==> config.mk <==
export PLATFORM = sky130hd
export DESIGN_NAME = cpu_sequencer
export DESIGN_NICKNAME = d
export VERILOG_FILES = /design/src/rtl/cpu_sequencer.sv
export SDC_FILE = /design/constraint.sdc
export NUM_CORES = 1
export LEC_CHECK = 0
export CAP_MARGIN = 0
export CORE_UTILIZATION = 41
export CTS_CLUSTER_SIZE = 28
export DETAILED_ROUTE_END_ITERATION = 8
export PLACE_DENSITY = 0.85
export SYNTH_ARGS = -nofsm -noshare
export SYNTH_HDL_FRONTEND = slang
export SYNTH_SLANG_ARGS = --single-unit
==> constraint.sdc <==
create_clock -name clk_i -period 1.8 [get_ports clk_i]
set_input_delay 0.54 -clock clk_i [delete_from_list [all_inputs] [get_ports clk_i]]
set_output_delay 0.54 -clock clk_i [all_outputs]
set_load 0.01 [all_outputs]
==> src/rtl/cpu_sequencer.sv <==
// cpu_sequencer
//   Multi-cycle control sequencer for the CPU datapath. Each instruction is
//   stepped through FETCH, DECODE, EXEC (optionally MULWAIT) and WB. The
//   sequencer drives the ALU-control, register-write and PC-write enables
//   from the latched instruction word. It also counts retired legal
//   instructions.
//
//   Optional feature macro: CPU_SEQ_MUL_EN
//     defined   - R-type instructions with funct7=0000001 are handed to the
//                 iterative multiplier: mul_start_o pulses in EXEC, and the
//                 sequencer waits in MULWAIT until mul_done_i.
//     undefined - multiplies run as ordinary R-type instructions,
//                 mul_start_o is tied low and mul_done_i is ignored.
//
// Parameters
//   RETIRE_W      width of the retired-instruction counter (wraps silently)
//
// Ports
//   clk_i         system clock, rising edge
//   rst_i         synchronous active-high reset
//   start_i       run enable; sampled in IDLE and at the end of WB
//   inst_i        instruction word for the current PC, sampled in FETCH
//   mul_done_i    multiplier completion, sampled in MULWAIT only
//   ir_write_o    instruction register load strobe (FETCH)
//   alu_op_o      ALU operation class: 10 R-type, 11 I-type, 00 illegal
//   alu_src_o     0 selects rs2, 1 selects the immediate
//   reg_write_o   register file write enable (WB, legal instructions)
//   pc_write_o    PC+4 update strobe (WB)
//   mul_start_o   one-cycle multiplier start pulse (EXEC)
//   busy_o        high in every state except IDLE
//   illegal_o     one-cycle pulse in DECODE for unsupported opcodes
//   retired_o     count of legal instructions retired
module cpu_sequencer #(
    parameter int RETIRE_W = 32
) (
    input  logic                clk_i,
    input  logic                rst_i,
    input  logic                start_i,
    input  logic [31:0]         inst_i,
    input  logic                mul_done_i,
    output logic                ir_write_o,
    output logic [1:0]          alu_op_o,
    output logic                alu_src_o,
    output logic                reg_write_o,
    output logic                pc_write_o,
    output logic                mul_start_o,
    output logic                busy_o,
    output logic                illegal_o,
    output logic [RETIRE_W-1:0] retired_o
);

    localparam logic [6:0] OPC_R = 7'b0110011;
    localparam logic [6:0] OPC_I = 7'b0010011;

    typedef enum logic [2:0] {
        S_IDLE,
        S_FETCH,
        S_DECODE,
        S_EXEC,
        S_MULWAIT,
        S_WB
    } state_t;

    state_t              state_q;
    logic [31:0]         ir_q;
    logic [1:0]          alu_op_q;
    logic                alu_src_q;
    logic [RETIRE_W-1:0] retired_q;
    logic                ir_legal;
    logic                ir_is_mul;
    logic                unused_bits;

    // ALU control class for an opcode, returned as {alu_op, alu_src}.
    function automatic logic [2:0] alu_ctrl(input logic [6:0] opc);
        logic [2:0] ctrl;
        ctrl = 3'b000;
        if (opc == OPC_R) begin
            ctrl = 3'b100;
        end else if (opc == OPC_I) begin
            ctrl = 3'b111;
        end
        return ctrl;
    endfunction

    assign ir_legal = (ir_q[6:0] == OPC_R) || (ir_q[6:0] == OPC_I);

`ifdef CPU_SEQ_MUL_EN
    localparam logic [6:0] F7_MUL = 7'b0000001;
    assign ir_is_mul   = (ir_q[6:0] == OPC_R) && (ir_q[31:25] == F7_MUL);
    assign mul_start_o = (state_q == S_EXEC) && ir_is_mul;
`else
    assign ir_is_mul   = 1'b0;
    assign mul_start_o = 1'b0;
`endif

    // Instruction fields other than opcode/funct7 belong to the datapath.
    assign unused_bits = ^{ir_q[31:7], mul_done_i};

    always_ff @(posedge clk_i) begin
        if (rst_i) begin
            state_q   <= S_IDLE;
            ir_q      <= '0;
            alu_op_q  <= 2'b00;
            alu_src_q <= 1'b0;
            retired_q <= '0;
        end else begin
            case (state_q)
                S_IDLE: begin
                    if (start_i) begin
                        state_q <= S_FETCH;
                    end
                end
                S_FETCH: begin
                    // ALU control is decoded straight from the fetched word
                    // so it is already valid during the DECODE cycle.
                    ir_q                   <= inst_i;
                    {alu_op_q, alu_src_q}  <= alu_ctrl(inst_i[6:0]);
                    state_q                <= S_DECODE;
                end
                S_DECODE: begin
                    state_q <= S_EXEC;
                end
                S_EXEC: begin
                    state_q <= ir_is_mul ? S_MULWAIT : S_WB;
                end
`ifdef CPU_SEQ_MUL_EN
                S_MULWAIT: begin
                    if (mul_done_i) begin
                        state_q <= S_WB;
                    end
                end
`endif
                S_WB: begin
                    if (ir_legal) begin
                        retired_q <= retired_q + RETIRE_W'(1);
                    end
                    state_q <= start_i ? S_FETCH : S_IDLE;
                end
                default: begin
                    state_q <= S_IDLE;
                end
            endcase
        end
    end

    // Strobes are pure decodes of the registered state.
    assign ir_write_o  = (state_q == S_FETCH);
    assign illegal_o   = (state_q == S_DECODE) && !ir_legal;
    assign pc_write_o  = (state_q == S_WB);
    assign reg_write_o = (state_q == S_WB) && ir_legal;
    assign busy_o      = (state_q != S_IDLE);
    assign alu_op_o    = alu_op_q;
    assign alu_src_o   = alu_src_q;
    assign retired_o   = retired_q;

endmodule

# After elaboration in Yosys (flattened, before gate mapping)

Index checks and enable logic that the tools add are counted.

Multiplexer cells: 5
Eq/ne operators: 9
Reductions and logical operators: 7
Add/subtract/negate cells: 1

Operators by type and width:

| kind                    | count |
|---|---|
| $add A32 B1 Y32 const B | 1 |
| $pmux W3 S5             | 1 |
| $eq A7 B5 Y1 const B    | 2 |
| $eq A7 B6 Y1 const B    | 2 |
| $mux W3                 | 3 |
| $eq A3 B2 Y1 const B    | 2 |
| $eq A3 B1 Y1 const B    | 1 |
| $eq A3 B3 Y1 const B    | 1 |
| $logic_not A3 Y1        | 1 |
| $reduce_bool A3 Y1      | 1 |
| $logic_and A1 B1 Y1     | 2 |
| $ne A2 B2 Y1 const B    | 1 |
| $reduce_and A2 Y1       | 1 |
| $logic_not A1 Y1        | 1 |
| $logic_or A1 B1 Y1      | 1 |
| $mux W1                 | 1 |

Register bits: 45
Logic and storage cells: 27
Bits of input ports: 36

# Longest topological paths before layout

Gate-level depths: netlist (run 1).

Depth in word-level cells: 4
Mapped depth: 6
Mapped depth without buffers: 5

# Worst setup path after synthesis (run 1)

Ideal clock, no wire load.

Kind: register to output
Start point: reg ir_q[2]
End point: out illegal_o
Required time: 1,260 ps
Path slack: -17 ps
Arrival: 1,277 ps
Cell stages (with the launch flop): 3
Path through: dfxtp_1 -> and4bb_4 -> a2111oi_0

Word-level cells in the longest chain between the ends: 4
Elaborated cells on any way between the ends: 5
Those cells by class: eq/ne (2); reduce/logical (3)

Ends and longest elaborated chain:

| what                                         | RTL line | RTL |
|---|---|---|
| start, declared                              | 65       | `logic [31:0] ir_q;` |
| start signal, assigned                       | 116      | `ir_q <= inst_i;` |
| $eq A7 B6 Y1 or $eq A7 B5 Y1 (tied branches) | 85       | `assign ir_legal = (ir_q[6:0] == OPC_R) \|\| (ir_q[6:0] == OPC_I);` |
| $logic_or A1 B1 Y1 *                         | 85       |  |
| $logic_not A1 Y1 *                           | 148      | `assign illegal_o = (state_q == S_DECODE) && !ir_legal;` |
| $logic_and A1 B1 Y1 *                        | 148      |  |
| end, declared                                | 48       | `output logic illegal_o,` |

Mark *: on every way between the ends. The rest lies on a longest branch, timed or not.

# Worst setup path in the final report (run 1)

Start point: reg ir_q[6]
End point: reg retired_q[10], in the netlist retired_o[10]

Word-level cells in the longest chain between the ends: 3
Elaborated cells on any way between the ends: 4
Those cells by class: eq/ne (2); reduce/logical (2)

Ends and longest elaborated chain:

| what                                         | RTL line | RTL |
|---|---|---|
| $eq A7 B6 Y1 or $eq A7 B5 Y1 (tied branches) | 85       |  |
| $logic_or A1 B1 Y1 *                         | 85       |  |
| $reduce_and A2 Y1 (no line) *                | --       |  |
| end signal, assigned                         | 135      | `retired_q <= retired_q + RETIRE_W'(1);` |
| end, declared                                | 68       | `logic [RETIRE_W-1:0] retired_q;` |

Marked as above.
A chain may end at the register's enable or synchronous reset.

==> results.md, run 1 <==
- Failing checks: setup timing
- Min Hold Slack: ~490 ps
- Status: complete, but fails checks
- Sink Count: 43
- GP Congestion: between 0.7 and 0.8
- P_leak: roughly 1.9 nW
- Setup crit end: retired_o[10]$_SDFFE_PP0P_
- Die Y-Extent: 76.5 um
- CP Max Fanout: 7
- Mapped Area: 2280 um2
- Post-synthesis sequential area ratio: a little under two fifths
- Ratio of cells with drive above 1 in the final layout: 41.1%
- Max_cap viols: 0
- Hold wc startpoint: alu_op_o[0]$_SDFFE_PP0P_
- Drt first pass iters: 5
- Vias in the first global route: 2370
- Worst path arrival time: about 2100 ps
- Pin count of the biggest net entering global routing: 60
- Mapped Cells: 253
- CTS max path bufs: 2
- Clock Tree Root: clkbuf_8
- Initial Utilization: 43.5%
- Io pins: between 70 and 80
- DR vias: 2516
- GR Overflow Total: 0
- Vias per cell: 5.92
- Syn nets: just under 300
- Setup Viol. Count Final: 20
- Critical setup path kind: register to register
- PwrDens: 524 nW/um2
- Clock Skews: roughly 9.6 ps
- Most common cell after layout, fill and taps aside: buf_4
- Synthesis-stage register bit count: 43
- Post-synth cell types: 47
- Initial antenna violation count: 0
- Max Slew Vio Count: 0
- Reg-to-reg endpoint: retired_o[10]$_SDFFE_PP0P_
- Peak supply drop: 380 uV
- Setup slack after layout: -140 ps
- GRT Total Usage: around a quarter
- Mean Syn Cell Area: around 9.0 um2
- Final worst-path cycle share: 108%
- Die Area: 5860 um2
- Dpl cells: 398
- Instance area at placement: 3100 um2
- CP endpoint kind: register
- Detailed Place HPWL: 3.97 mm
- Core area: 5240 um2
- Die W: roughly 77 um
- R2R cell count: 6
- Inserted Clock Buffers: 5
- I/O Buffers: 49
- Hold Crit Class: register to register
- Setup crit start: ir_q[6]$_SDFFE_PP0P_
- First-pass GRT wire length: 11.8 mm
- First-iteration detailed-routing DRC count: 211
- Min Tclk post-route: roughly 1900 ps
- Reg2reg start: ir_q[6]$_SDFFE_PP0P_
- Final hold violation count: 0
- Syn. warnings: 0
- Detailed Route WL: 8.14 mm
- Routed length per instance: 19.2 um
- Final Cell Area: 3750 um2
- Critical Path RT: 1990 ps
- # rows: 26
- Worst-skew pair later-pin latency: 310 ps
- CTS H-tree lvls: 2
- P&R area growth vs syn: 64.8%
- Final nets: 392
- CTS tree: done
- CP Launch Type: register
- Reg clk slew, reported paths: ~80 ps
- Worst R2R Setup Slack: -140 ps
- FMAX: 515 MHz
- Final ANT Viol Nets: 0
- Ant. Diodes: 0
- RSZ-0062 raised after global routing: yes
- DRC: 0
- Leading cell types in the layout, fill and taps excluded: 46 x buf_4, 29 x nor2_1, 26 x dfxtp_1, 19 x dlygate4sd2_1, 17 x clkdlybuf4s50_1
- Non-Filler Instances: 425
- Pre-CTS WS: -368 ps
==> timing repair <==
| action | CTS | global route |
|---|---|---|
| cloned | 4 | 0 |
| hold buffers | 0 | 0 |
| setup endpoints to repair | 42 | 40 |
| resized for setup | 86 | 47 |
| pin swaps | 17 | 7 |
| setup buffers | 10 | 6 |
==> stage by stage <==
step	util (%)	power, mW	setup TNS, ps
floorplan	-	1.11	0
global placement	59.2	1.21	-664
detailed placement	59.2	1.21	-1140
CTS	67.6	1.94	-376
global route	71.6	2.03	-2230
finish	71.6	1.97	-1100
==> report_power, final <==
part,leakage (nW),switching [mW],internal (mW)
Combinational,1.47,0.112,0.122
Clock,0.0513,0.336,0.407
Sequential,0.357,0.0185,0.969
Total,1.88,0.467,1.50
==> synthesized netlist by cell type, drive strengths merged <==
library cell	instances	area, um2
dfxtp	43	861
nor2	29	109
mux2	16	180
nor2b	15	93.8
nor4	14	93.8
a21oi	13	65.1
nand3	13	77.6
buf	11	67.6
nand2	10	37.5
inv	9	38.8
nand4	9	98.8
mux2i	8	80.1
and4	6	55.1
o31ai	6	45.0
or4	6	45.0
nor3	5	25.0
and3	4	25.0
clkbuf	4	15.0
o21ai	4	20.0
or3	4	25.0
nand2b	3	18.8
xor2	3	26.3
nand3b	2	27.5
nand4bb	2	22.5
nor3b	2	15.0
xnor2	2	17.5
a2111oi	1	8.76
a21o	1	7.51
a31o	1	8.76
and2	1	6.26
and2b	1	10.0
and4bb	1	16.3
conb	1	3.75
ha	1	12.5
nand4b	1	8.76
nor4b	1	8.76
==> per-layer routing <==
layer / track usage [%] / up-vias / share of wire, %
met5: 0 / - / 0
met4: 11.7 / 0 / 4.5
met3: 4.79 / 35 / 6.5
met2: 46.0 / 128 / 50
met1: 29.2 / 1229 / 39
li1: - / 1124 / -
==> worst min-delay path by stage <==
| stage | endpoint | slack [ps] | cells past startpoint |
|---|---|---|---|
| floorplan | ir_q[6]$_SDFFE_PP0P_ | 470 | 2 |
| global placement | alu_op_o[0]$_SDFFE_PP0P_ | 470 | 2 |
| detailed placement | alu_op_o[0]$_SDFFE_PP0P_ | 480 | 2 |
| CTS | alu_op_o[0]$_SDFFE_PP0P_ | 490 | 2 |
| global route | retired_o[17]$_SDFFE_PP0P_ | 530 | 2 |
| finish | alu_op_o[0]$_SDFFE_PP0P_ | 490 | 2 |
==> cell type report <==
| cell class | instances | area [um2] |
|---|---|---|
| Inverter | 9 | 38.8 |
| Fill cell | 362 | 1490 |
| Clock inverter | 1 | 30.0 |
| Sequential cell | 43 | 890 |
| Timing Repair Buffer | 106 | 976 |
| Tap cell | 70 | 87.6 |
| Clock buffer | 6 | 72.6 |
| Multi-Input combinational cell | 190 | 1660 |
==> registers in the layout, summed over array words and instances (netlist names) <==
| signal | count |
|---|---|
| alu_op_o | 2 |
| ir_q | 6 |
| retired_o | 32 |
| state_q | 3 |
==> critical path, stage by stage (launching register included) <==
cell	delay (ps)
dfxtp_2	330
and4bb_4	370
buf_6	130
buf_12	130
nand4_1	240
nor4_2	260
mux2_2	370
==> cells by family after synthesis <==
logic type,after synthesis,synth area share [%]
AOI/OAI and AO/OA,26,6.81
buffers and inverters,24,5.33
adders and majority gates,1,0.549
and+or+nand+nor,129,36.0
muxes,24,11.4
DFF,43,37.8
xor gates and xnor gates,5,1.92
other,1,0.165
No activity file was read; power rests on OpenSTA's default activity.
==> inputs of run 2 (changes only) <==
--- a/config.mk
+++ b/config.mk
@@ -5,7 +5,6 @@
 export SDC_FILE = /design/constraint.sdc
 export NUM_CORES = 1
 export LEC_CHECK = 0
-export CAP_MARGIN = 0
 export CORE_UTILIZATION = 41
 export CTS_CLUSTER_SIZE = 28
 export DETAILED_ROUTE_END_ITERATION = 8
==> results of run 2 <==
No change in the layout: final DEF, timing and power equal those of run 1.
==> inputs of run 3 (changes only) <==
--- a/config.mk
+++ b/config.mk
@@ -5,6 +5,7 @@
 export SDC_FILE = /design/constraint.sdc
 export NUM_CORES = 1
 export LEC_CHECK = 0
+export CORE_MARGIN = 8
 export CORE_UTILIZATION = 41
 export CTS_CLUSTER_SIZE = 28
 export DETAILED_ROUTE_END_ITERATION = 8
==> run 3 against run 2 <==
Net effect: critical endpoint is now retired_o[8]$_SDFFE_PP0P_; first-iteration DRC count decreased by 11%; critical path depth unchanged; worst hold slack improved by 25 ps; largest power group unchanged; via count decreased by 4.5%; power down 2.4%; non-clock buffer count grew 1; clock power fell by 8.2%; setup slack better by 38 ps; cell area decreased by 0.73%; the run still ends with setup timing left; final cell count is 0.71% higher; register-to-register slack improved by 40 ps; clock-buffer cell count increased by 2.
==> results.md, run 3 (synthesis gave the netlist of run 1 again) <==
- Max Slew Vio Count: 0
- First-pass GRT wire length: between 10 and 15 mm
- Final Cell Area: between 3000 and 4000 um2
- P_leak: ~1.8 nW
- Final nets: around 390
- CTS tree: done
- CP Max Fanout: 5
- Pint: 1.46 mW
- PwrDens: 515 nW/um2
- FMAX: approximately 530 MHz
- Die W: 90.5 um
- Inserted Clock Buffers: 5
- P&R area growth vs syn: 63.6%
- RSZ-0062 raised after global routing: yes
- GR Overflow Total: 0
- Sink Count: 43
- Drt first pass iters: 4
- CP Launch Type: register
- Die Y-Extent: ~91 um
- Initial antenna violation count: 0
- Setup Viol. Count Final: 20
- Final ANT Viol Nets: 0
- Most Used Layer, Global Route: met2
- Worst-skew pair later-pin latency: 300 ps
- Pin count of the biggest net entering global routing: 29
- Max reg flops: 32
- Failing checks: setup timing
- Initial Utilization: 41.9%
- Status: complete, but fails checks
- Reg clk slew, reported paths: approximately 80 ps
- Number of fill cells in the layout: 380
- M1 GR Usage: 17.5%
- GRT Total Usage: between 10% and 20%
- Detailed Place HPWL: 4.38 mm
- Most common cell after layout, fill and taps aside: buf_4
- Non-Filler Instances: approximately 430
- Ant. Diodes: 0
- Dpl cells: 401
- Peak supply drop: 350 uV
- Vias in the first global route: approximately 2300
- Detailed Route WL: about 7.6 mm
- Met2 usage: 29.2%
- Power Total: 1.92 mW
- Core area: 5440 um2
- Multi-input gate area: about 1600 um2
- Ratio of cells with drive above 1 in the final layout: 38.8%
- Die Area: 8190 um2
- Io pins: 77
- Critical setup path kind: register to register
- Switching part of the total power: 24.2%
- Worst path arrival time: 2090 ps
- CP endpoint kind: register
- Clock Tree Root: clkbuf_8
- Hold Crit Class: register to register
- Met3 Track Usage GR: approximately 3.7%
- Sequential Area: 880 um2
- Setup TNS: -748 ps
- Clock power frac: 35.5%
- Vias per cell: roughly 5.6
- Instance area at placement: 3110 um2
- Leading cell types in the layout, fill and taps excluded: 47 x buf_4, 32 x dfxtp_1, 29 x nor2_1, 19 x dlygate4sd2_1, 16 x clkdlybuf4s50_1
- Max_cap viols: 0
- First-iteration detailed-routing DRC count: 188
- Final hold violation count: 0
- Critical Path RT: 1990 ps
- Power share of the sequential group: roughly half
- Clock Skews: 12.6 ps
- Min Tclk post-route: ~1900 ps
- CTS Hold Bufs: 0
- Pre-CTS WS: -259 ps
- CTS H-tree lvls: 2
- I/O Buffers: 49
- CTS max path bufs: 2
- DR vias: 2403
- Final worst-path cycle share: 106%
- Routed length per instance: around 18 um
- Switching pwr: 0.464 mW
- # rows: 27
- Setup slack after layout: -103 ps
- GP Congestion: 0.817
- DRC: 0
- Comb pwr share: 13.0%
-- run 3: changes by cell type in the layout (fill, tap and decap cells not counted), sizes merged --
cell,previous run,this run
bufinv,1,0
inv,8,9
clkinv,1,0
clkbuf,6,8
clkdlybuf4s50,17,16
buf,62,63
nand3,15,14
clkdlybuf4s15,0,1
-- run 3: metrics by stage --
step           utilization (%)  hold WS (ps)
3_5_place_dp              57.2           489
6_report                  68.5           511
4_1_cts                   61.1           505
3_3_place_gp              57.2           468
2_1_floorplan                -           466
5_1_grt                   68.5           529
-- run 3: layout make-up --
| class | instances | share of cell area [%] |
|---|---|---|
| multi-input combinational | 189 | 43.3 |
| timing repair buffer | 107 | 26.9 |
| sequential | 43 | 23.6 |
| clock buffer | 8 | 2.69 |
| tap | 72 | 2.42 |
| inverter | 9 | 1.04 |
-- run 3: critical path: stages (launching register included) --
cell and delay, ps:
dfxtp_2 320, and4bb_4 360, buf_6 150, buf_4 150, nand4_1 200, nor3_1 250
mux2_2 370
-- run 3: power by group through the flow --
stage | Sequential, mW | Clock (mW) | Combinational [mW]
after floorplan | 1.01 | 0 | 0.104
after global placement | 1.00 | 0 | 0.209
after detailed placement | 1.01 | 0 | 0.216
after CTS | 0.986 | 0.686 | 0.224
after global routing | 0.989 | 0.727 | 0.265
final | 0.987 | 0.682 | 0.250
-- run 3: path summary, 6_finish.rpt --
path	endpoint	start	slack [ps]	cells after the start
max	retired_o[8]$_SDFFE_PP0P_	ir_q[2]$_SDFFE_PP0P_	-100	6
max reg2reg	retired_o[8]$_SDFFE_PP0P_	ir_q[2]$_SDFFE_PP0P_	-100	6
min	alu_op_o[0]$_SDFFE_PP0P_	alu_op_o[0]$_SDFFE_PP0P_	510	2
min reg2reg	alu_op_o[0]$_SDFFE_PP0P_	alu_op_o[0]$_SDFFE_PP0P_	510	2
-- run 3: per-layer routing --
| metal | wire (um) | share of wire, % |
|---|---|---|
| met1 | 2920 | 38 |
| met2 | 4030 | 53 |
| met3 | 441 | 5.8 |
| met4 | 201 | 2.6 |
| met5 | 0 | 0 |
-- run 3: what timing repair did --
action,CTS,global route
resized for setup,70,50
cloned,0,3
setup buffers,3,13
pin swaps,7,13
endpoints found under the setup margin,41,37
